<file path="config.mk">
export PLATFORM = sky130hd
export DESIGN_NAME = uart_rx_sampler
export DESIGN_NICKNAME = d
export VERILOG_FILES = /design/src/rtl/uart_pkg.sv /design/src/rtl/uart_sync2.sv /design/src/rtl/uart_rx_sampler.sv
export SDC_FILE = /design/constraint.sdc
export NUM_CORES = 1
export LEC_CHECK = 0
export ABC_AREA = 1
export BUFFER_PORTS_ARGS = -buffer_cell sky130_fd_sc_hd__clkbuf_2
export CAP_MARGIN = 10
export CORE_MARGIN = 1.5
export CORE_UTILIZATION = 58
export CTS_CLUSTER_DIAMETER = 60
export DETAILED_ROUTE_END_ITERATION = 12
export GPL_ROUTABILITY_DRIVEN = 0
export PLACE_DENSITY_LB_ADDON = 0.1
export SLEW_MARGIN = 15
export SYNTH_ARGS = -nofsm -noshare
export SYNTH_HDL_FRONTEND = slang
export SYNTH_HIERARCHICAL = 1
export SYNTH_SLANG_ARGS = --single-unit
</file>
<file path="constraint.sdc">
create_clock -name clk -period 1.6 [get_ports clk]
set_input_delay 0.4 -clock clk [delete_from_list [all_inputs] [get_ports clk]]
set_output_delay 0.4 -clock clk [all_outputs]
set_load 0.01 [all_outputs]
</file>
<file path="src/rtl/uart_pkg.sv">
// Shared UART definitions: frame layout and receive-side state encoding.
// Used by the rx sampler, the deframe stage and the tx framer.
package uart_pkg;

    localparam int FRAME_W    = 11;
    localparam int START_IDX  = 0;
    localparam int DATA_LSB   = 1;
    localparam int DATA_MSB   = 8;
    localparam int PARITY_IDX = 9;
    localparam int STOP_IDX   = 10;

    typedef enum logic [2:0] {
        IDLE,
        START,
        DATA,
        DONE,
        BREAK_WAIT
    } rx_state_e;

endpackage

</file>
<file path="src/rtl/uart_sync2.sv">
// Two-flop synchroniser for an asynchronous single-bit input.
// Reset value is a parameter so idle-high and idle-low lines can share it.
module uart_sync2 #(
    parameter logic RST_VAL = 1'b1
) (
    input  logic clk,
    input  logic rst,
    input  logic d,
    output logic q
);

    logic meta;

    always_ff @(posedge clk) begin
        if (rst) begin
            meta <= RST_VAL;
            q    <= RST_VAL;
        end else begin
            meta <= d;
            q    <= meta;
        end
    end

endmodule

</file>
<file path="src/rtl/uart_rx_sampler.sv">
// UART receive front end: synchronises rx, validates the start bit, samples
// each bit at mid-bit and hands the 11-bit frame downstream with a strobe.
module uart_rx_sampler
    import uart_pkg::*;
#(
    parameter int CLKS_PER_BIT = 868
) (
    input  logic               clk,
    input  logic               rst,
    input  logic               rx,
    output logic [FRAME_W-1:0] data_parall,
    output logic               received_flag,
    output logic               frame_err,
    output logic               busy
);

    localparam int CW   = $clog2(CLKS_PER_BIT);
    localparam int HALF = CLKS_PER_BIT / 2;

    localparam logic [CW-1:0] CNT_LAST = CW'(CLKS_PER_BIT - 1);
    localparam logic [CW-1:0] CNT_MID  = CW'(HALF - 1);
    localparam logic [3:0]    BIT_LAST = 4'(FRAME_W - 1);

    logic               rx_s;
    rx_state_e          state;
    logic [CW-1:0]      clk_cnt;
    logic [3:0]         bit_cnt;
    logic [FRAME_W-1:0] shreg;

    uart_sync2 #(.RST_VAL(1'b1)) u_sync (
        .clk (clk),
        .rst (rst),
        .d   (rx),
        .q   (rx_s)
    );

    always_ff @(posedge clk) begin
        if (rst) begin
            state         <= IDLE;
            clk_cnt       <= '0;
            bit_cnt       <= '0;
            shreg         <= '0;
            data_parall   <= '0;
            received_flag <= 1'b0;
            frame_err     <= 1'b0;
            busy          <= 1'b0;
        end else begin
            received_flag <= 1'b0;
            case (state)
                IDLE: begin
                    busy <= 1'b0;
                    if (!rx_s) begin
                        state   <= START;
                        clk_cnt <= '0;
                        busy    <= 1'b1;
                    end
                end
                START: begin
                    if (clk_cnt == CNT_MID) begin
                        clk_cnt <= '0;
                        if (!rx_s) begin
                            shreg   <= {1'b0, shreg[FRAME_W-1:1]};
                            bit_cnt <= 4'd1;
                            state   <= DATA;
                        end else begin
                            // too short to be a start bit: drop it silently
                            state <= IDLE;
                            busy  <= 1'b0;
                        end
                    end else begin
                        clk_cnt <= clk_cnt + 1'b1;
                    end
                end
                DATA: begin
                    if (clk_cnt == CNT_LAST) begin
                        clk_cnt <= '0;
                        shreg   <= {rx_s, shreg[FRAME_W-1:1]};
                        bit_cnt <= bit_cnt + 1'b1;
                        if (bit_cnt == BIT_LAST)
                            state <= DONE;
                    end else begin
                        clk_cnt <= clk_cnt + 1'b1;
                    end
                end
                DONE: begin
                    data_parall   <= shreg;
                    received_flag <= 1'b1;
                    frame_err     <= ~shreg[STOP_IDX];
                    busy          <= 1'b0;
                    bit_cnt       <= '0;
                    // a low stop bit may be a break; wait for the line to recover
                    state         <= shreg[STOP_IDX] ? IDLE : BREAK_WAIT;
                end
                BREAK_WAIT: begin
                    busy <= 1'b0;
                    if (rx_s)
                        state <= IDLE;
                end
                default: begin
                    state <= IDLE;
                    busy  <= 1'b0;
                end
            endcase
        end
    end

endmodule

</file>
### Yosys cells after proc, flatten, opt, wreduce, memory -nomap -nowiden

Cells that the tools add are included.

| word-level totals | value |
|---|---|
| register bits after elaboration | 44 |
| latch bits | 0 |
| bits in writable memories | 0 |
| memory bits (read-only) | 0 |
| input bits | 3 |
| output and inout port bits | 14 |
| logic and storage cells | 62 |
| memories | 0 |

| operators by class | value |
|---|---|
| add/subtract/negate cells | 2 |
| multipliers | 0 |
| div/mod/pow operators | 0 |
| magnitude comparators | 0 |
| eq/ne operators | 14 |
| shift-type cells | 0 |
| muxes and demuxes | 25 |
| bitwise logic cells | 2 |
| reductions and logical operators | 9 |

Operator list:

| cell | count |
|---|---|
| 11-bit 2-to-1 mux | 3 |
| 10-bit 2-to-1 mux | 3 |
| 10-bit one-hot mux with 3 select lines | 1 |
| 11-bit one-hot mux with 2 select lines | 1 |
| 3-bit 2-to-1 mux | 6 |
| 3-bit one-hot mux with 5 select lines | 1 |
| 4-bit 2-to-1 mux | 3 |
| 4-bit one-hot mux with 3 select lines | 1 |
| 10-bit by 1-bit adder with 10-bit output (second input constant) | 1 |
| 10-bit == test (second input constant) | 1 |
| 10-bit by 9-bit == test with 1-bit output (second input constant) | 1 |
| 2-bit inequality test (second input constant) | 5 |
| 4-bit AND reduction | 2 |
| 3-bit by 2-bit == test with 1-bit output (second input constant) | 2 |
| 3-bit nonzero test | 2 |
| 5-bit AND reduction | 1 |
| 4-bit by 1-bit adder with 4-bit output (second input constant) | 1 |
| 4-bit == test (second input constant) | 1 |
| 1-bit 2-to-1 mux | 4 |
| 2-bit by 1-bit inequality test with 1-bit output (second input constant) | 2 |
| 3-bit by 1-bit == test with 1-bit output (second input constant) | 1 |
| 3-bit == test (second input constant) | 1 |
| 3-bit zero test | 1 |
| 1-bit one-hot mux with 3 select lines | 1 |
| other kinds (5) | 6 |

### Logic depth before layout (Yosys ltp)

| logic depth | value |
|---|---|
| depth in word-level cells | 4 |
| mapped depth | 11 |
| mapped depth without buffers | 11 |

### By module

Netlist, hierarchy kept.

By module, submodules not included:

| module | instances | cells an instance | area each (sq um) | seq. area each (sq um) |
|---|---|---|---|---|
| uart_rx_sampler | 1 | 279 | 1,975.6 | 840.8 |
| uart_sync2 | 1 | 7 | 58.8 | 40.0 |

### Worst setup path after synthesis

Ideal clock, no wire load.

| timing | value |
|---|---|
| kind | reg2reg |
| start point | register clk_cnt[0] |
| end point | register shreg[1] |
| setup time | 0.113 ns |
| data arrival time | 1.293 ns |
| required time | 1.487 ns |
| path slack | 0.195 ns |
| cell stages (with the launch flop) | 10 |
| buffers on the path | 1 |
| clock period less this slack | 1.405 ns |
| cell sequence | dfxtp_1 > ha_1 > nand3_1 > nor2_1 > nand2_1 > nand2_4 > nand3_2 > buf_2 > nor2_1 > nor2_1 |

| between the ends | value |
|---|---|
| cells in the longest elaborated chain, start to end | 3 |
| elaborated cells between the ends (all ways) | 5 |
| those cells by class | eq/ne: 4; reduce/logical: 1 |

Ends and longest elaborated chain:

| element | RTL line | text |
|---|---|---|
| start, declared | uart_rx_sampler.sv:26 | `logic [CW-1:0] clk_cnt;` |
| start signal, assigned | uart_rx_sampler.sv:71 | `clk_cnt <= clk_cnt + 1'b1;` |
| start signal, assigned | uart_rx_sampler.sv:82 | `clk_cnt <= clk_cnt + 1'b1;` |
| 10-bit == test / 10-bit by 9-bit == test with 1-bit output (equally long branches) | uart_rx_sampler.sv:75, uart_rx_sampler.sv:59 |  |
| 2-bit inequality test (no source line) | - |  |
| 4-bit AND reduction (no source line) (*) | - |  |
| end signal, assigned | uart_rx_sampler.sv:62 | `shreg <= {1'b0, shreg[FRAME_W-1:1]};` |
| end signal, assigned | uart_rx_sampler.sv:77 | `shreg <= {rx_s, shreg[FRAME_W-1:1]};` |
| end, declared | uart_rx_sampler.sv:28 | `logic [FRAME_W-1:0] shreg;` |

Every way passes the cells marked *; elsewhere a longest branch is shown, timed or not.
A chain may end at the register's enable or synchronous reset.

### Worst setup path after layout

| timing | value |
|---|---|
| start point | register clk_cnt[1] |
| end point | register shreg[3] |

Same word-level chain as after synthesis.

==> results.rst <==
.. list-table::
   :header-rows: 1

   * - Metric
     - Value
   * - CP Max Fanout
     - 21
   * - Floorplan die height
     - 62.2 um
   * - Pre-CTS setup slack
     - 94.3 ps
   * - Run status
     - complete, no violations
   * - Maximum VDD drop
     - 746 uV
   * - Total number of H-tree levels
     - 2
   * - Data arrival time of the worst path
     - 1810 ps
   * - CTS tree
     - built
   * - Total number of clock tree sinks
     - 44
   * - Yosys warning count
     - 6
   * - Antenna violations before repair
     - 0
   * - Synthesized cell area
     - 2030 um2
   * - Global route overflow
     - 0
   * - Floorplan die area
     - 3870 um2
   * - Worst slew slack as a fraction of its limit
     - 79.0%
   * - Die width
     - 62.2 um
   * - Core area
     - 3360 um2
   * - Drt first pass iters
     - 4
   * - Clock root buffer
     - sky130_fd_sc_hd__clkbuf_4
   * - Vias in the first global route
     - 1586
   * - Data required time of the worst path
     - 1910 ps
   * - Distinct cell type count of the synthesized netlist
     - 30
   * - Total GRT Usage
     - 21.6%
   * - Total number of placement rows
     - 21
   * - Leakage
     - 1.08 nW
   * - Non-Filler Cell Area, Final
     - 2270 um2
   * - I/O Buffers
     - 16
   * - Number of inserted diodes
     - 0
   * - Worst skew pair latency
     - 370 ps
   * - Final cell count without fillers
     - 356
   * - Detailed-route vias per instance
     - 4.81
   * - Power density over the cells
     - 1250 nW/um2
   * - Path type of the worst setup path
     - flop to flop
   * - Pin count of the biggest net entering global routing
     - 29
   * - Starting utilization of the core area
     - 60.5%
   * - Crit path capture type
     - flop
   * - Worst-case hold slack
     - 203 ps
   * - Wire length after detailed routing
     - 3720 um
   * - HPWL after DPL
     - 2560 um
   * - Post-route core utilization
     - 67.6%
   * - Part of the Yosys area used for sequential elements
     - 43.3%
   * - Number of standard cells after synthesis
     - 286
   * - Count of endpoints failing hold in the final timing report
     - 0
   * - Transition time of the tightest slew-check pin
     - 313 ps
   * - Count of placed standard cells including taps
     - 345
   * - Setup-violating endpoint count in the final report
     - 0
   * - Drt initial violations
     - 98
   * - Syn Area/Cell
     - 7.11 um2
   * - Number of max-capacitance violations reported
     - 0
   * - Area growth, synth to finish
     - 11.8%
   * - Wire length per cell
     - 10.4 um
   * - Post-layout min period
     - 1500 ps
   * - Number of register bits inferred by synthesis
     - 44
   * - DRC violations left
     - 0
   * - CTS buffer count
     - 5
   * - Total number of vias
     - 1713
   * - Clk slew on worst S/H paths
     - 130 ps
   * - Worst min-delay path class
     - input port to flop
   * - Number of nets still failing antenna checks after routing
     - 0
   * - Startpoint types
     - flop
   * - Hold-fix buffers, CTS
     - 0
   * - Setup WS post-layout
     - 104 ps
   * - Mapped Nets
     - 293
   * - Wire length of the first global-routing pass
     - 6800 um
   * - Placement-stage cell area
     - 2170 um2
   * - Top Ports
     - 17
   * - Skew final
     - 5.53 ps
   * - Count of pins over their slew limit
     - 0
   * - Clock tree buffer depth
     - 2
   * - Number of nets in the layout
     - 316
   * - Share of cells above drive strength 1
     - 17.4%
   * - Maximum clock frequency
     - 0.668 GHz
   * - Period utilization
     - 93.5%
==> state kept, by name (all words and copies together), names as in the netlist <==
name,count
busy,1
state,3
u_sync/meta,1
clk_cnt,10
shreg,11
bit_cnt,4
frame_err,1
data_parall,11
received_flag,1
u_sync/q,1
==> metrics by stage <==
| stage | total power [W] | setup TNS [ps] |
|---|---|---|
| after CTS | 0.00281 | 0 |
| after global routing | 0.00307 | -99.1 |
| after floorplan | 0.00207 | 0 |
| after global placement | 0.00221 | 0 |
| final | 0.00284 | 0 |
| after detailed placement | 0.00222 | 0 |
==> layer usage <==
metal | up-vias | share of wire, % | global-route usage (%)
met5 | - | 0 | 0
met4 | 0 | 2.3 | 7.50
met3 | 7 | 3.1 | 5.43
met2 | 17 | 45 | 34.0
met1 | 747 | 50 | 29.1
li1 | 942 | - | -
==> cell usage after synthesis <==
cell type / instances / area [um2]
sky130_fd_sc_hd__or2_2: 1 / 6.26
sky130_fd_sc_hd__buf_6: 2 / 22.5
sky130_fd_sc_hd__nand3_1: 11 / 55.1
sky130_fd_sc_hd__a31oi_1: 1 / 6.26
sky130_fd_sc_hd__a21oi_1: 25 / 125
sky130_fd_sc_hd__o211ai_1: 1 / 7.51
sky130_fd_sc_hd__o21ai_1: 2 / 10.0
sky130_fd_sc_hd__ha_1: 4 / 50.1
sky130_fd_sc_hd__inv_1: 37 / 139
sky130_fd_sc_hd__dfxtp_1: 44 / 881
sky130_fd_sc_hd__clkbuf_2: 1 / 5.00
sky130_fd_sc_hd__nor2b_1: 1 / 6.26
sky130_fd_sc_hd__o21ai_0: 16 / 80.1
sky130_fd_sc_hd__o21bai_1: 1 / 7.51
sky130_fd_sc_hd__buf_2: 1 / 5.00
sky130_fd_sc_hd__nand3_2: 3 / 30.0
sky130_fd_sc_hd__nand2_4: 3 / 33.8
sky130_fd_sc_hd__nor2_2: 1 / 6.26
sky130_fd_sc_hd__nor3_2: 4 / 40.0
sky130_fd_sc_hd__xnor2_1: 2 / 17.5
sky130_fd_sc_hd__inv_2: 5 / 18.8
sky130_fd_sc_hd__clkbuf_1: 4 / 15.0
sky130_fd_sc_hd__clkinv_1: 2 / 7.51
sky130_fd_sc_hd__nand4_1: 4 / 25.0
sky130_fd_sc_hd__nor2_1: 42 / 158
sky130_fd_sc_hd__xor2_1: 2 / 17.5
sky130_fd_sc_hd__or2_0: 1 / 6.26
sky130_fd_sc_hd__nand2_1: 61 / 229
sky130_fd_sc_hd__nor3_1: 1 / 5.00
sky130_fd_sc_hd__nand2_2: 3 / 18.8
==> report_power, final <==
part / internal (W) / total [W] / leakage (nW) / switching [W]
Sequential: 0.00123 / 0.00134 / 0.356 / 0.000105
Clock: 0.000213 / 0.000594 / 0.0305 / 0.000381
Combinational: 0.000330 / 0.000909 / 0.689 / 0.000579
Total: 0.00178 / 0.00284 / 1.08 / 0.00106
==> worst max-delay path: stages, from the launching register on <==
cell	delay, ps
sky130_fd_sc_hd__dfxtp_1	350
sky130_fd_sc_hd__inv_1	80
sky130_fd_sc_hd__ha_1	150
sky130_fd_sc_hd__nand3_1	80
sky130_fd_sc_hd__clkinv_1	80
sky130_fd_sc_hd__nand3_2	120
sky130_fd_sc_hd__nand2_4	140
sky130_fd_sc_hd__nand3_2	100
sky130_fd_sc_hd__buf_12	160
sky130_fd_sc_hd__nand2_1	50
sky130_fd_sc_hd__nand2_1	40
sky130_fd_sc_hd__nor2_1	100
==> final timing paths <==
check / startpoint / to / slack (ps) / cells past startpoint
worst max register to register: clk_cnt[1] / shreg[3] / 100 / 11
worst min-delay path: rx / u_sync/meta / 200 / 3
worst min register to register: u_sync/meta / u_sync/q / 420 / 2
worst max-delay path: clk_cnt[1] / shreg[3] / 100 / 11
==> final cells by class <==
| type | count | area, um2 |
|---|---|---|
| clock buffer | 6 | 51.3 |
| clock inverter | 2 | 15.0 |
| fill | 315 | 1090 |
| inverter | 44 | 165 |
| multi-input combinational | 190 | 951 |
| sequential | 44 | 882 |
| tap | 46 | 57.6 |
| timing repair buffer | 24 | 153 |
==> placed cells by master (no fill, tap or decap) <==
cell and instances:
sky130_fd_sc_hd__nand2_1 61, sky130_fd_sc_hd__dfxtp_1 43, sky130_fd_sc_hd__nor2_1 42, sky130_fd_sc_hd__inv_1 37
sky130_fd_sc_hd__a21oi_1 25, sky130_fd_sc_hd__clkbuf_2 16, sky130_fd_sc_hd__o21ai_0 15, sky130_fd_sc_hd__nand3_1 10
sky130_fd_sc_hd__buf_4 7, sky130_fd_sc_hd__inv_2 5, sky130_fd_sc_hd__clkbuf_4 5, sky130_fd_sc_hd__nand3_2 4
sky130_fd_sc_hd__nand2_4 4, sky130_fd_sc_hd__nand4_1 4, sky130_fd_sc_hd__nor3_2 4, sky130_fd_sc_hd__ha_1 4
sky130_fd_sc_hd__o21ai_1 3, sky130_fd_sc_hd__clkinv_1 2, sky130_fd_sc_hd__xnor2_1 2, sky130_fd_sc_hd__xor2_1 2
sky130_fd_sc_hd__nand2_2 2, sky130_fd_sc_hd__clkinvlp_4 2, sky130_fd_sc_hd__nor2b_1 1, sky130_fd_sc_hd__nor2_2 1
sky130_fd_sc_hd__or2_2 1, sky130_fd_sc_hd__o21bai_1 1, sky130_fd_sc_hd__a31oi_1 1, sky130_fd_sc_hd__nor3_1 1
sky130_fd_sc_hd__or2_0 1, sky130_fd_sc_hd__o211ai_1 1, sky130_fd_sc_hd__dfxtp_2 1, sky130_fd_sc_hd__clkbuf_8 1
sky130_fd_sc_hd__buf_12 1
==> logic make-up after synthesis <==
| group | synth area share (%) |
|---|---|
| and+or+nand+nor | 30.4 |
| xor gates and xnor gates | 1.72 |
| AOI/OAI and AO/OA | 11.6 |
| buffers and inverters | 10.5 |
| DFF | 43.3 |
| adders and majority gates | 2.46 |
==> repair_timing <==
item                                    4_1_cts  5_1_grt
resized for setup                             0        4
endpoints found under the setup margin        0       12
buffers inserted                              0        3
(Power assumes the default switching activity.)
